**src/rtl/ntsc_frame_writer.sv**
```systemverilog
// ntsc_frame_writer_fifo: generic {addr,data} entry FIFO; write visible at head next cycle.
// Latency: 1 cycle push-to-head. One push and one pop per cycle.
// Backpressure: a push into a full FIFO is accepted only when a pop happens the same cycle; otherwise drop_o pulses.
//
// Ports: clk/reset (sync, active-low), push_i/push_dat_i, pop_i,
//        head_vld_o/head_dat_o (head entry), drop_o (push refused this cycle).
module ntsc_frame_writer_fifo #(
    parameter int WIDTH = 8,
    parameter int DEPTH = 8
) (
    input  logic             clk,
    input  logic             reset,
    input  logic             push_i,
    input  logic [WIDTH-1:0] push_dat_i,
    input  logic             pop_i,
    output logic             head_vld_o,
    output logic [WIDTH-1:0] head_dat_o,
    output logic             drop_o
);
    localparam int PTR_W = (DEPTH > 1) ? $clog2(DEPTH) : 1;
    localparam int CNT_W = PTR_W + 1;

    logic [WIDTH-1:0] mem_q [DEPTH];
    logic [PTR_W-1:0] wr_ptr_q, wr_ptr_d;
    logic [PTR_W-1:0] rd_ptr_q, rd_ptr_d;
    logic [CNT_W-1:0] count_q, count_d;
    logic             full;
    logic             do_pop;
    logic             do_push;

    assign full    = (count_q == CNT_W'(DEPTH));
    assign do_pop  = pop_i & (count_q != '0);
    // A pop in the same cycle frees the slot the push needs.
    assign do_push = push_i & (~full | do_pop);
    assign drop_o  = push_i & ~do_push;

    assign head_vld_o = (count_q != '0);
    assign head_dat_o = mem_q[rd_ptr_q];

    always_comb begin
        wr_ptr_d = wr_ptr_q;
        rd_ptr_d = rd_ptr_q;
        count_d  = count_q;
        if (do_push) wr_ptr_d = wr_ptr_q + 1'b1;
        if (do_pop)  rd_ptr_d = rd_ptr_q + 1'b1;
        case ({do_push, do_pop})
            2'b10:   count_d = count_q + 1'b1;
            2'b01:   count_d = count_q - 1'b1;
            default: count_d = count_q;
        endcase
    end

    always_ff @(posedge clk) begin
        if (!reset) begin
            wr_ptr_q <= '0;
            rd_ptr_q <= '0;
            count_q  <= '0;
            for (int i = 0; i < DEPTH; i++) begin
                mem_q[i] <= '0;
            end
        end else begin
            wr_ptr_q <= wr_ptr_d;
            rd_ptr_q <= rd_ptr_d;
            count_q  <= count_d;
            if (do_push) begin
                mem_q[wr_ptr_q] <= push_dat_i;
            end
        end
    end
endmodule

// ntsc_frame_writer: addresses captured NTSC words into two ZBT frame banks and queues them for the arbiter.
// Latency: word strobed at posedge N appears as wr_req/wr_addr/wr_data in cycle N+1 (empty FIFO).
// Backpressure: wr_req/wr_ack handshake; a word arriving to a full FIFO without a pop is dropped and overflow sticks.
//
// Ports: clk, reset (sync, active-low), capture_enable, ntsc_pixels/ntsc_flag/frame_flag (capture input),
//        wr_req/wr_addr/wr_data/wr_ack (arbiter write port), display_bank, frame_done, overflow, capturing.
module ntsc_frame_writer #(
    parameter int DEPTH           = 8,
    parameter int WORDS_PER_FRAME = 153600
) (
    input  logic        clk,
    input  logic        reset,
    input  logic        capture_enable,
    input  logic [35:0] ntsc_pixels,
    input  logic        ntsc_flag,
    input  logic        frame_flag,
    output logic        wr_req,
    output logic [18:0] wr_addr,
    output logic [35:0] wr_data,
    input  logic        wr_ack,
    output logic        display_bank,
    output logic        frame_done,
    output logic        overflow,
    output logic        capturing
);
    typedef enum logic [1:0] {
        IDLE       = 2'd0,
        WAIT_FRAME = 2'd1,
        CAPTURE    = 2'd2
    } state_t;

    typedef struct packed {
        logic [18:0] addr;
        logic [35:0] data;
    } entry_t;

    localparam logic [17:0] LAST_IDX = 18'(WORDS_PER_FRAME - 1);

    state_t      state_q, state_d;
    logic        write_bank_q, write_bank_d;
    logic        display_bank_q, display_bank_d;
    logic [17:0] index_q, index_d;
    logic        frame_done_q, frame_done_d;
    logic        overflow_q, overflow_d;

    logic        start_word;
    logic        push_req;
    entry_t      push_ent;
    entry_t      head_ent;
    logic        head_vld;
    logic        pop;
    logic        drop;
    logic [17:0] index_inc;

    assign start_word = ntsc_flag & frame_flag;
    // A frame that never sees frame_flag simply wraps inside the same bank.
    assign index_inc  = (index_q == LAST_IDX) ? 18'd0 : index_q + 18'd1;
    assign pop        = head_vld & wr_ack;

    always_comb begin
        state_d        = state_q;
        write_bank_d   = write_bank_q;
        display_bank_d = display_bank_q;
        index_d        = index_q;
        frame_done_d   = 1'b0;
        push_req       = 1'b0;
        push_ent.addr  = {write_bank_q, index_q};
        push_ent.data  = ntsc_pixels;

        case (state_q)
            IDLE: begin
                index_d = 18'd0;
                if (capture_enable) state_d = WAIT_FRAME;
            end
            WAIT_FRAME: begin
                if (!capture_enable) begin
                    state_d = IDLE;
                end else if (start_word) begin
                    // First frame lands in the current write bank; no swap yet.
                    state_d       = CAPTURE;
                    push_req      = 1'b1;
                    push_ent.addr = {write_bank_q, 18'd0};
                    index_d       = (LAST_IDX == 18'd0) ? 18'd0 : 18'd1;
                end
            end
            CAPTURE: begin
                if (start_word) begin
                    write_bank_d   = ~write_bank_q;
                    display_bank_d = write_bank_q;
                    frame_done_d   = 1'b1;
                    if (capture_enable) begin
                        push_req      = 1'b1;
                        push_ent.addr = {~write_bank_q, 18'd0};
                        index_d       = (LAST_IDX == 18'd0) ? 18'd0 : 18'd1;
                    end else begin
                        // Capture stops on a frame boundary; the start word is discarded.
                        state_d = IDLE;
                        index_d = 18'd0;
                    end
                end else if (ntsc_flag) begin
                    push_req = 1'b1;
                    // Advance even if the FIFO drops the word so later words stay in place.
                    index_d  = index_inc;
                end
            end
            default: begin
                state_d = IDLE;
            end
        endcase

        overflow_d = overflow_q | drop;
    end

    always_ff @(posedge clk) begin
        if (!reset) begin
            state_q        <= IDLE;
            write_bank_q   <= 1'b0;
            display_bank_q <= 1'b1;
            index_q        <= 18'd0;
            frame_done_q   <= 1'b0;
            overflow_q     <= 1'b0;
        end else begin
            state_q        <= state_d;
            write_bank_q   <= write_bank_d;
            display_bank_q <= display_bank_d;
            index_q        <= index_d;
            frame_done_q   <= frame_done_d;
            overflow_q     <= overflow_d;
        end
    end

    ntsc_frame_writer_fifo #(
        .WIDTH ($bits(entry_t)),
        .DEPTH (DEPTH)
    ) u_fifo (
        .clk        (clk),
        .reset      (reset),
        .push_i     (push_req),
        .push_dat_i (push_ent),
        .pop_i      (pop),
        .head_vld_o (head_vld),
        .head_dat_o (head_ent),
        .drop_o     (drop)
    );

    assign wr_req       = head_vld;
    assign wr_addr      = head_ent.addr;
    assign wr_data      = head_ent.data;
    assign display_bank = display_bank_q;
    assign frame_done   = frame_done_q;
    assign overflow     = overflow_q;
    assign capturing    = (state_q == CAPTURE);
endmodule
```
**config.mk**
```make
export PLATFORM = sky130hd
export DESIGN_NAME = ntsc_frame_writer
export DESIGN_NICKNAME = d
export VERILOG_FILES = /design/src/rtl/ntsc_frame_writer.sv
export SDC_FILE = /design/constraint.sdc
export NUM_CORES = 1
export LEC_CHECK = 0
export CAP_MARGIN = 20
export CORE_ASPECT_RATIO = 1.2
export CORE_UTILIZATION = 60
export CTS_CLUSTER_DIAMETER = 100
export CTS_CLUSTER_SIZE = 30
export DETAILED_ROUTE_END_ITERATION = 8
export PLACE_DENSITY = 0.76
export SETUP_SLACK_MARGIN = 0.02
export SYNTH_ARGS = -nofsm -noshare
export SYNTH_HDL_FRONTEND = slang
export SYNTH_HIERARCHICAL = 1
export SYNTH_SLANG_ARGS = --single-unit
```
**constraint.sdc**
```tcl
create_clock -name clk -period 8.1 [get_ports clk]
set_clock_uncertainty 0.15 [all_clocks]
set_input_delay 1.215 -clock clk [delete_from_list [all_inputs] [get_ports clk]]
set_output_delay 1.215 -clock clk [all_outputs]
set_load 0.01 [all_outputs]
```
# Word level (Yosys, flattened, before mapping)
# Memory sizes are Yosys's and may differ from the RTL's. A register that Yosys moved wholly into a read port is not among the register bits.
# Cells that the tools add are included.
# word_totals
ff_bits,34
in_bits,42
ram_bits,440
elab_cells,81
output_inout_bits,60
n_memories,1
# classes
n_mux,34
eq_ne,13
add_sub_neg,5
n_bitwise,10
reduce_logical,9
# memory_table
memory,words,word_bits,rd,rd_clocked_by_memory_dff,wr,line_no,text
u_fifo.mem_q,8,55,1,1,8,23,logic [WIDTH-1:0] mem_q [DEPTH];
# ops
op,count
two-way mux 18 bit,7
two-way mux 55 bit,1
OR reduction 55 bit,1
case mux 18 bit (3 select lines),1
two-way mux 19 bit,2
case mux 19 bit (2 select lines),1
adder 18 x 1 -> 18 bit (second input constant),1
== test 18 bit (second input constant),1
two-way mux 1 bit,11
two-way mux 2 bit,5
two-way mux 3 bit,3
inequality test 2 bit (second input constant),4
case mux 4 bit (2 select lines),1
AND reduction 4 bit,2
adder 3 x 1 -> 3 bit (second input constant),2
case mux 2 bit (3 select lines),1
AND 1 bit,5
adder 4 x 1 -> 4 bit (second input constant),1
== test 2 x 1 -> 1 bit (second input constant),2
== test 2 bit (second input constant),2
== test 4 bit (second input constant),1
AND reduction 2 bit,2
nonzero test 4 bit,1
subtractor 4 x 1 -> 4 bit (second input constant),1
9 further kinds,12

# Logic depth before layout (Yosys ltp)
# depth
depth_word,10
depth_mapped,13
depth_no_buf,11

# Hierarchy
# Netlist, hierarchy kept.
# modules_own_cells
module,n_inst,area_each_um2,cells_per_inst,seq_area_each_um2
ntsc_frame_writer_fifo,1,19590.0,1334,13472.9
ntsc_frame_writer,1,1641.6,202,480.5

# Least setup slack after synthesis
# OpenSTA, ideal clock, no wires.
# synth_timing
path_kind,input-to-reg
startpoint,in frame_flag
endpoint,mem u_fifo/mem_q[4][0] (netlist bit) (enable)
n_path_buf,2
slack_ns,1.156
arrival_time_ns,6.250
required_ns,7.406
setup_ns,0.544
path_stages,7
cell_sequence,nor2b_1 -> nor3_1 -> buf_2 -> a21boi_2 -> nand2_1 -> buf_2 -> o21ai_0
# synth_rtl
element,line_no,text
start: declaration,87,"input logic frame_flag,"
end: declaration,23,

==> results.sh <==
export IMPL_path_class="in2reg"
export IMPL_clk_pin_slew_ns=0.11
export IMPL_status="complete, no violations"
export IMPL_hold_class="reg2reg"
export IMPL_drt_iter0_drc=1313
export IMPL_drt_total_wl_mm=46.7
export IMPL_synthCells=1536
export IMPL_tns_ns=0
export IMPL_layout_drive_gt1_share_pct=15.1
export IMPL_fin_area_um2=23200
export IMPL_multiInputGateArea_um2=6870
export IMPL_cpMostUsedCell="buf_4"
export IMPL_netlist_area_um2=21200
export IMPL_setup_violations=0
export IMPL_synthTopCellsByArea="edfxtp_1 (62%), mux4_2 (12%), nor2_1 (7.9%)"
export IMPL_clockRootBuffer="clkbuf_16"
export IMPL_fin_cells=2052
export IMPL_die_width_um=174
export IMPL_finalHoldViolations=0
export IMPL_dpl_hpwl_mm=26.8
export IMPL_final_common_cell="nor2_1"
export IMPL_synthArstFlopShare_pct=0
export IMPL_mostFrequentLayoutCells="nor2_1 (443), edfxtp_1 (440), nand2_1 (133), mux4_2 (110), clkdlybuf4s50_1 (101)"
export IMPL_vdd_drop_max_mv=0.123
export IMPL_area_growth_pct=9.36
export IMPL_postLayoutCoreUtil_pct=66.5
export IMPL_worst_hold_slack_ns=0.358
export IMPL_fmax_ghz=0.191
export IMPL_grt_first_pass_wirelength_mm=73.2
export IMPL_grt_setup_unrepaired="false"
export IMPL_gp_congestion=0.820
export IMPL_cts_hold_buf=0
export IMPL_synth_top_cell_by_area="edfxtp_1"
export IMPL_synth_top_cell_area_share_pct=62.2
export IMPL_wl_per_cell_um=22.8
export IMPL_yosysUniqueCellTypes=64
export IMPL_core_area_um2=34900
export IMPL_powerDensity_nw_per_um2=183
export IMPL_placement_io_buffers=101
export IMPL_die_y_um=208
export IMPL_grt_overflow=0
export IMPL_crit_fanout=71
export IMPL_synth_seq_cells=477
export IMPL_grt_max_degree=111
export IMPL_place_inst=2019
export IMPL_placed_area_um2=22700
export IMPL_fin_nets=1629
export IMPL_worstSkewPairLatency_ns=0.53
export IMPL_critPathRequiredTime_ns=8.12
export IMPL_fin_crit_ns=5.24
export IMPL_maxCapViolCount=0
export IMPL_synthFlopType="edfxtp_1"
export IMPL_row_count=75
export IMPL_viasPerCell=6.20
export IMPL_antenna_found_initial=0
export IMPL_diodes=0
export IMPL_seqCellArea_um2=14000
export IMPL_grt_pass1_vias=13088
export IMPL_vias=12715
export IMPL_first_pass_iters=6
export IMPL_drc=0
export IMPL_cts_resized=0
export IMPL_endpoint_kind="flip-flop"
export IMPL_fillCellCount=2486
export IMPL_io_pins=102
export IMPL_gr_usage_all_layers_pct=26.4
export IMPL_cts_htree_levels=1
export IMPL_crit_arrival_ns=5.26
export IMPL_yosys_warnings=6
export IMPL_drt_antenna_violating_nets=0
export IMPL_clockBufferDepth=3
export IMPL_max_slew_margin_pct=27.1
export IMPL_worst_slew_pin_slew_ns=1.08
export IMPL_p_leak_nw=7.29
export IMPL_synth_edf_count=440
export IMPL_finalCritPeriodShare_pct=64.7
export IMPL_dieArea_um2=36100
export IMPL_syn_area_per_cell_um2=13.8
export IMPL_path_buf_inv=3
export IMPL_cts_tree="built"
export IMPL_cp_cell_sequence="clkdlybuf4s50_1, nand2_1, nor3_1, o21ai_1, or3_4, buf_4, o21ai_4, buf_4"
export IMPL_ys_seq_area_share_pct=65.7
export IMPL_start_util_pct=60.8
export IMPL_critPathTopFamily="buffers and inverters"
export IMPL_slowest_delay_ns=0.78
export IMPL_reg2reg_setup_slack_ns=3.26
export IMPL_post_cts_buffers=0
export IMPL_numCtsBuffers=19
export IMPL_synth_nets=1587
export IMPL_clock_sinks=477
export IMPL_finalMaxSlewViolations=0
export IMPL_startpoint_type="input port"
export IMPL_cp_slowest_cell="nor3_1"
-- tightest hold or removal path: cells and delay by family, from the launching register on --
family	cells	cell delay, ns
AND/OR/NAND/NOR	2	0.14
flip-flops	1	0.34
-- final cells by class --
| cell class | instances | area share (%) |
|---|---|---|
| Sequential cell | 477 | 60.1 |
| Multi-Input combinational cell | 944 | 29.6 |
| Timing Repair Buffer | 123 | 5.29 |
| Tap cell | 462 | 2.49 |
| Clock buffer | 32 | 2.26 |
| Inverter | 13 | 0.210 |
| Clock inverter | 1 | 0.0216 |
-- kinds of logic after synthesis --
group / Yosys count / synth area share, %
AOI/OAI and AO/OA: 62 / 1.96
xor gates and xnor gates: 8 / 0.330
adders and majority gates: 9 / 0.566
buffers and inverters: 115 / 2.57
DFF: 477 / 65.7
muxes: 172 / 14.9
and+or+nand+nor: 693 / 13.9
-- stage by stage --
step / power, mW / setup WS (ns)
floorplan: 3.03 / 1.16
global placement: 3.14 / 2.44
detailed placement: 3.15 / 2.29
CTS: 4.27 / 2.84
global route: 4.36 / 2.52
finish: 4.25 / 2.86
-- power by group --
| part | leakage, nW | switching, mW | internal, mW | total [mW] |
|---|---|---|---|---|
| Clock | 0.250 | 0.696 | 0.452 | 1.15 |
| Combinational | 2.28 | 0.187 | 0.116 | 0.302 |
| Sequential | 4.76 | 0.0270 | 2.77 | 2.80 |
| Total | 7.29 | 0.910 | 3.34 | 4.25 |
-- sequential cells by signal, summed over array words and instances (netlist names), named ones only --
signal,cells
u_fifo/rd_ptr_q,3
display_bank,1
state_q,2
frame_done,1
u_fifo/wr_ptr_q,3
u_fifo/mem_q,440
u_fifo/count_q,4
write_bank_q,1
index_q,18
overflow,1
-- routing by layer --
metal  GRT usage, %  routed length, um  vias up
met5              0                  0        -
met4           6.81                976        0
met3           2.47               3080       73
met2           46.4              24300      548
met1           35.5              18400     6442
li1               -                  -     5652
-- Yosys cell counts (all sizes together), types with 13 or more instances --
| library cell | instances |
|---|---|
| dfxtp | 37 |
| mux2 | 55 |
| and2 | 42 |
| nand3 | 17 |
| clkbuf | 50 |
| o21ai | 19 |
| nor2 | 446 |
| nand2 | 134 |
| edfxtp | 440 |
| buf | 52 |
| inv | 13 |
| mux4 | 110 |
-- worst paths after layout --
path	start	endpoint	cells past startpoint
setup reg to reg	state_q[0]$_SDFFE_PN0P_	u_fifo/mem_q[1][42]$_SDFFCE_PN0P_	9
hold / removal	overflow$_SDFF_PN0_	overflow$_SDFF_PN0_	2
hold reg to reg	overflow$_SDFF_PN0_	overflow$_SDFF_PN0_	2
setup / recovery	ntsc_flag	u_fifo/mem_q[1][42]$_SDFFCE_PN0P_	8
No activity file was read; power rests on OpenSTA's default activity.
